### src/rtl/shift_reg.sv
// Walking-LED shift register: one lit bit moves across cnt at a prescaled rate.
// It either rotates with wrap or bounces between the end bits, and recovers from a non-one-hot state.
module shift_reg #(
    parameter int CNT_SIZE  = 4,
    parameter int SHIFT_DIV = 1,
    parameter int BOUNCE    = 0
) (
    input  logic                clk,
    input  logic                rst_n,
    output logic [CNT_SIZE-1:0] cnt
);

    localparam int                PW         = (SHIFT_DIV > 1) ? $clog2(SHIFT_DIV) : 1;
    localparam logic [PW-1:0]     PRESC_LAST = PW'(SHIFT_DIV - 1);
    localparam logic [CNT_SIZE-1:0] CNT_INIT = {{(CNT_SIZE-1){1'b0}}, 1'b1};

    typedef enum logic {
        DIR_LEFT,
        DIR_RIGHT
    } dir_t;

    logic [PW-1:0]       presc, presc_next;
    logic                tick;
    dir_t                dir, dir_next;
    logic [CNT_SIZE-1:0] cnt_next, shl, shr;

    // NOTE: every output of this block gets a default first, so no path leaves a latch.
    always_comb begin
        tick       = (presc == PRESC_LAST);
        presc_next = tick ? '0 : presc + PW'(1);
        shl        = {cnt[CNT_SIZE-2:0], cnt[CNT_SIZE-1]};
        shr        = {cnt[0], cnt[CNT_SIZE-1:1]};
        cnt_next   = cnt;
        dir_next   = dir;

        if (tick) begin
            // A corrupted pattern restarts from the LSB, moving left.
            if (!$onehot(cnt)) begin
                cnt_next = CNT_INIT;
                dir_next = DIR_LEFT;
            end else if (BOUNCE == 0) begin
                cnt_next = shl;
            end else if (dir == DIR_LEFT) begin
                cnt_next = shl;
                if (shl[CNT_SIZE-1]) dir_next = DIR_RIGHT;
            end else begin
                cnt_next = shr;
                if (shr[0]) dir_next = DIR_LEFT;
            end
        end
    end

    // NOTE: state registers use non-blocking assignments so all of them update together at the edge.
    // rst_n is active-high here: 1 holds the block in reset.
    always_ff @(posedge clk) begin
        if (rst_n) begin
            cnt   <= CNT_INIT;
            presc <= '0;
            dir   <= DIR_LEFT;
        end else begin
            cnt   <= cnt_next;
            presc <= presc_next;
            dir   <= dir_next;
        end
    end

endmodule

### config.mk
export PLATFORM = sky130hd
export DESIGN_NAME = shift_reg
export DESIGN_NICKNAME = d
export VERILOG_FILES = /design/src/rtl/shift_reg.sv
export SDC_FILE = /design/constraint.sdc
export NUM_CORES = 1
export LEC_CHECK = 0
export CORE_AREA = 2 2 39 41
export CTS_BUF_LIST = sky130_fd_sc_hd__clkbuf_4 sky130_fd_sc_hd__clkbuf_8
export DETAILED_ROUTE_END_ITERATION = 8
export DIE_AREA = 0 0 41 43
export GPL_TIMING_DRIVEN = 0
export HOLD_SLACK_MARGIN = 0.05
export PLACE_DENSITY = 0.32
export SKIP_CTS_REPAIR_TIMING = 1
export SLEW_MARGIN = 20
export SYNTH_ARGS = -nofsm -noshare
export SYNTH_HDL_FRONTEND = slang
export SYNTH_SLANG_ARGS = --single-unit
### constraint.sdc
create_clock -name clk -period 3.3 [get_ports clk]
set_clock_uncertainty 0.2 [all_clocks]
set_input_delay 0.825 -clock clk [delete_from_list [all_inputs] [get_ports clk]]
set_output_delay 0.825 -clock clk [all_outputs]
set_load 0.01 [all_outputs]
### Word level (Yosys, flattened, before mapping)

Index checks and enable logic that the tools add are counted.

* word-level logic and storage cells: 10
* ROM bits: 0
* latch bits: 0
* flip-flop bits (word level): 5
* memory bits (writable): 0
* memories kept: 0
* output and inout bits: 4

* order comparisons: 0
* div/mod/pow operators: 0
* equal/unequal tests: 1
* bitwise gates (word level): 1
* reductions and logical operators: 1
* shift operators: 0
* $mul: 0
* $add $sub $neg: 4
* multiplexer cells: 1

Operators by type and width (number)
* adder 1 x 1 -> 2 bit: 2
* 2-to-1 mux 4 bit: 1
* adder 2 x 2 -> 3 bit: 1
* == test 3 x 1 -> 1 bit (second input constant): 1
* OR reduction 2 bit: 1
* adder 1 bit (second input constant): 1
* NOT 1 bit: 1

### Logic depth before layout (Yosys ltp)

Gate-level depths: netlist of run 1.

* depth after elaboration: 4
* gate-level depth with buffers: 7
* depth with buffers taken out: 7

### Worst setup path after synthesis of run 1

Ideal clock, no wire load.

* path kind: reg2reg
* from: register cnt[0]
* to: register cnt[0]
* period minus slack after synthesis: 2.591 ns
* library setup time: 0.122 ns
* cell stages (with the launch flop): 8
* setup slack: 0.709 ns
* arrival: 2.269 ns
* buffers on the path: 0
* cell sequence: dfxtp_1 inv_1 fa_1 inv_1 ha_1 ha_1 or4b_4 o32a_1

* longest elaborated chain between the ends: 4

Ends and longest elaborated chain
* from (decl): RTL line 10 `output logic [CNT_SIZE-1:0] cnt`
* from (signal assigned): RTL line 61 `cnt <= cnt_next;`
* adder 1 x 1 -> 2 bit (not written as such): RTL line 38 `if (!$onehot(cnt)) begin`
* adder 2 x 2 -> 3 bit (not written as such): RTL line 38
* == test 3 x 1 -> 1 bit: RTL line 38
* 2-to-1 mux 4 bit: RTL line 38

Every way passes these cells.
A chain may end at the register's enable or synchronous reset.

### Final worst setup path of run 1

Ends and elaborated chain as after synthesis.

==> metrics, run 1 <==
Critical-path top delay cell=or4b_4; max-cap viol count=0; clock transition at the registers of the reported paths=0.04 ns; CTS tree=yes; Netlist cell types=9; Congestion Overflow GR=0; wire per inst=between 8 and 9 um; worst reg-to-reg path cell count=7; Fin. Hold Viols=0; mapped cell area=between 200 and 250 sq um; CP endpoint kind=register; fmax=385.7 MHz; Worst Path Arrival=2.51 ns; Nets=36; fin crit period=2.593 ns; port bufs=5; Total Routing Usage GR=approximately 6.3%; worst hold-check path type=register to register; worst hold slack=0.3014 ns; clk sinks=5; final antenna-violating net count=0; CP delay by family, top=adder cells; Tcrit/Tclk final=between 70 and 80%; commonest non-fill, non-tap cell in the layout=inv_1; DR pass1 iterations=3; worst-path cell chain=inv_1 > fa_1 > inv_1 > ha_1 > ha_1 > or4b_4 > o32a_1; clock latency on the worst-skew pair=approximately 0.24 ns; r2r setup slk=around 0.71 ns; pin count of the biggest net entering global routing=6; I/O Pins=6; leakage=0.1410 nW; total CTS buffers=3; DP HPWL=321 um; vias in the first global route=between 150 and 200; Worst R2R Start=cnt[0]; Worst Setup Start Kind=register; Finish-stage setup viols=0; Max VDD drop=0.0002540 V; row cnt=14; Via density=3.522; Die Y=between 40 and 50 um; WHS Endpoint=cnt[2]; Syn Inst Count=21; Placer Congestion=0.6871; via count of the routed design=around 160; Max Buffers Root-to-Sink=2; Area growth syn-to-layout=43.96%; status=finished clean; number of diodes=0; RSZ-0062 raised after global routing=false; Placement Setup Slack=0.7019 ns; crit path kind=register to register; register area share after synthesis=43.96%; syn nets=26; area of the multi-input gates=105.1 sq um; Slew Viols, Final=0; PD cells=857.8 mW/mm^2; worst stage delay on the critical path=0.56 ns; core footprint=~0.0014 sq mm; final setup margin=approximately 0.71 ns; required time worst endpoint=3.22 ns; H-tree depth=1; drt initial violations=2; Chip Width=41 um; Synth Register Bits=5; Synth Warn #=0; FF/Latch Area=100.1 sq um; Setup TNS Final=0 ns; layout cell share with drive strength beyond 1=16.67%; Hold Startpoint=cnt[2]; antenna violations before repair=0; # DRC=0; CP Buf/Inv Count=2; crit path max fanout=4; clk root buf=clkbuf_4; first-pass GRT wire length=662 um; drt total wl=about 410 um; R2R Path End=cnt[0]; Synth Area per Inst=~11 sq um; most frequent cells in the layout=inv_1 (6), dfxtp_1 (5), clkdlybuf4s50_1 (5); Die ar.=0.001763 sq mm; Worst Hold Path Cells=2; initial core utilization=16.46%; fill count=between 150 and 200
[power by group]
part / internal (mW) / switching [mW] / total, mW
Clock: 0.0538 / 0.0230 / 0.0768
Sequential: 0.0765 / 0.0102 / 0.0866
Combinational: 0.0641 / 0.0536 / 0.118
Total: 0.194 / 0.0868 / 0.281
[Yosys cell counts]
library cell / n / share of area (%)
inv_1: 6 / 9.9
conb_1: 1 / 1.6
or4b_4: 1 / 6.0
nand2b_1: 1 / 2.7
o32a_1: 1 / 4.4
ha_1: 2 / 11
dfxtp_1: 5 / 44
fa_1: 1 / 8.8
o32ai_1: 3 / 12
[worst max path at each step]
stage / from / endpoint / cells past startpoint
after floorplan: cnt[0] / cnt[0] / 7
after global placement: cnt[0] / cnt[0] / 7
after detailed placement: cnt[0] / cnt[0] / 7
after CTS: cnt[0] / cnt[0] / 7
after global routing: cnt[0] / cnt[0] / 7
final: cnt[0] / cnt[0] / 7
[tightest hold or removal path, delay by kind of cell (launching register included)]
family | cells | cell delay (ns)
flops | 1 | 0.32
compound gates | 1 | 0.06
buf+inv | 1 | 0.07
[area by class of cell]
class	instances	area share [%]
timing repair buffer	5	15.27
tap	16	6.107
sequential	5	30.53
clock buffer	4	9.160
inverter	6	6.870
multi-input combinational	10	32.06
[layer usage]
metal | share of wire (%) | global-route usage (%) | vias to the layer above | routed length, um
li1 | - | - | 89 | -
met1 | 52 | 6.494 | 67 | 213
met5 | 0 | 0 | - | 0
met2 | 41 | 6.875 | 4 | 167
met3 | 4.9 | 3.141 | 2 | 20
met4 | 1.2 | 10.00 | 0 | 5
[metrics by stage]
step / power (mW) / utilization (%) / std cells / instance area [sq um]
floorplan: 0.1627 / - / 21 / 227.7
global placement: 0.2090 / 21.52 / 42 / 297.8
detailed placement: 0.2081 / 21.52 / 42 / 297.8
CTS: 0.2876 / 23.69 / 46 / 327.8
global route: 0.3085 / 23.69 / 46 / 327.8
finish: 0.2812 / 23.69 / 46 / 327.8
[logic make-up (layout without fill, tap and decap cells)]
logic type	count (synthesis)	count (layout)	synth area share, %
buffers and inverters	6	15	9.889
AND/OR/NAND/NOR	2	2	8.792
other	1	1	1.647
adder cells (fa/ha/maj)	3	3	19.78
flip-flops	5	5	43.96
AO/OA/AOI/OAI	4	4	15.94
[flip-flops by register name, summed over array words and instances, names as in the netlist]
name	count
cnt	4
presc	1
Note: power is estimated with default switching activity, not from simulation.
==> run 2, diff against run 1 <==
--- a/config.mk
+++ b/config.mk
@@ -11,7 +11,7 @@
 export DIE_AREA = 0 0 41 43
 export GPL_TIMING_DRIVEN = 0
 export HOLD_SLACK_MARGIN = 0.05
-export PLACE_DENSITY = 0.32
+export PLACE_DENSITY = 0.33
 export SKIP_CTS_REPAIR_TIMING = 1
 export SLEW_MARGIN = 20
 export SYNTH_ARGS = -nofsm -noshare
==> constraint.sdc (replaced) <==
create_clock -name clk -period 2.1 [get_ports clk]
set_clock_uncertainty 0.2 [all_clocks]
set_input_delay 0.525 -clock clk [delete_from_list [all_inputs] [get_ports clk]]
set_output_delay 0.525 -clock clk [all_outputs]
set_load 0.01 [all_outputs]
==> metrics, run 2 (synthesis gave the netlist of run 1 again) <==
fin crit period=2.458 ns (-0.1353 ns); r2r setup slk=-0.36 ns (-1.06 ns); layout cell share with drive strength beyond 1=40.00% (+23 points); leakage=0.1369 nW (-2.9%); fill count=144 (-5.3%); via count of the routed design=172 (+6.2%); Fin. Hold Viols=0 (unchanged); dpl cells=42 (unchanged); first-pass GRT wire length=772 um (+17%); CP endpoint kind=register; vias in the first global route=213 (+18%); core footprint=0.001384 sq mm (unchanged); pin count of the biggest net entering global routing=6 (unchanged); I/O Pins=6 (unchanged); Worst Setup Start Kind=register; worst reg-to-reg path cell count=7 (unchanged); register bank with the most flops=cnt; final setup margin=-0.3576 ns (-1.065 ns); initial core utilization=16.46% (unchanged); final antenna-violating net count=0 (unchanged); # DRC=0 (unchanged); drt initial violations=0 (-2); Finish-stage setup viols=4 (+4); Setup TNS Final=-1.128 ns (-1.128 ns); PD cells=1315 mW/mm^2 (+53%); failing checks=setup timing; row cnt=14 (unchanged); Slew Viols, Final=0 (unchanged); clk sinks=5 (unchanged); fin cells=46 (unchanged); clock transition at the registers of the reported paths=0.04 ns (about the same); Die Y=43 um (unchanged); drt total wl=397 um (-2.2%); top flop regs=cnt x4, presc x1; antenna violations before repair=0 (unchanged); crit path max fanout=4 (unchanged); Placer Congestion=0.6535 (-4.9%); port bufs=5 (unchanged); total CTS buffers=3 (unchanged); wire per inst=8.630 um (-2.2%); required time worst endpoint=2.01 ns (-1.21 ns); WHS Endpoint=cnt[0]; status=finished with violations; H-tree depth=1 (unchanged); crit path kind=register to register; fmax=406.9 MHz (+5.5%); Area growth syn-to-layout=55.49%; CTS tree=yes; worst hold-check path type=register to register; Nets=36 (unchanged); Die ar.=0.001763 sq mm (unchanged); Max Buffers Root-to-Sink=2 (unchanged); DP HPWL=334.7 um (+4.3%); clock latency on the worst-skew pair=0.23 ns (about the same); most frequent cells in the layout=inv_1 (5), clkdlybuf4s50_1 (5), clkbuf_4 (4); Worst Hold Path Cells=1 (-1); Total Routing Usage GR=6.552% (+0.21 points); DR pass1 iterations=1 (-2); clk root buf=clkbuf_4; max-cap viol count=0 (unchanged); max FFs per register=4 (unchanged); Via density=3.739 (+6.2%); number of diodes=0 (unchanged); Tcrit/Tclk final=117.0% (+38 points); Max VDD drop=0.0003679 V (+45%); Chip Width=41 um (unchanged); RSZ-0062 raised after global routing=true; Congestion Overflow GR=0 (unchanged); Hold Startpoint=cnt[0]; R2R Path End=cnt[0]; Worst R2R Start=cnt[0]; Worst Path Arrival=2.37 ns (-0.14 ns)
[run 2: final cells by class]
cell class / instances / area, sq um / share of cell area [%]
multi-input cells: 10 / 127.6 / 36.04
flip-flops and latches: 5 / 103.9 / 29.33
repair buffers: 5 / 50.05 / 14.13
clock buffers: 4 / 30.03 / 8.481
inverters: 6 / 22.52 / 6.360
well taps: 16 / 20.02 / 5.654
[run 2: metrics by stage]
step / cell area (sq um) / total power [mW] / setup WS [ns] / util (%) / hold WS, ns
2_1_floorplan: 254.0 / 0.2778 / -0.3261 / - / 0.3027
3_3_place_gp: 324.1 / 0.3523 / -0.3612 / 23.42 / 0.2801
3_5_place_dp: 324.1 / 0.3568 / -0.3728 / 23.42 / 0.2904
4_1_cts: 354.1 / 0.4799 / -0.3783 / 25.59 / 0.2989
5_1_grt: 354.1 / 0.5075 / -0.4262 / 25.59 / 0.3140
6_report: 354.1 / 0.4658 / -0.3576 / 25.59 / 0.2895
[run 2: worst max path at each step]
stage	slack, ns	cells past startpoint	from	end
final	-0.36	7	cnt[0]	cnt[0]
after global routing	-0.43	7	cnt[0]	cnt[0]
after CTS	-0.38	7	cnt[0]	cnt[0]
after detailed placement	-0.37	7	cnt[0]	cnt[0]
after global placement	-0.36	7	cnt[0]	cnt[0]
after floorplan	-0.33	7	cnt[0]	cnt[0]
[run 2: routing by layer]
metal / global-route usage, % / wire, um
met4: 6.000 / 0
met3: 1.571 / 7
met1: 6.515 / 156
met5: 0 / 0
met2: 10.31 / 233
[run 2: power breakdown]
group | internal, mW | total, mW | leakage [nW] | switching [mW]
Sequential | 0.124 | 0.142 | 0.0417 | 0.0173
Clock | 0.0844 | 0.119 | 0.0184 | 0.0344
Combinational | 0.108 | 0.205 | 0.0768 | 0.0970
[run 2: worst max-delay path: stages (launching register included)]
cell     delay, ns
dfxtp_2       0.33
inv_2         0.05
fa_1          0.53
inv_1         0.05
ha_2          0.17
ha_4          0.20
or4b_4        0.51
o32a_1        0.30
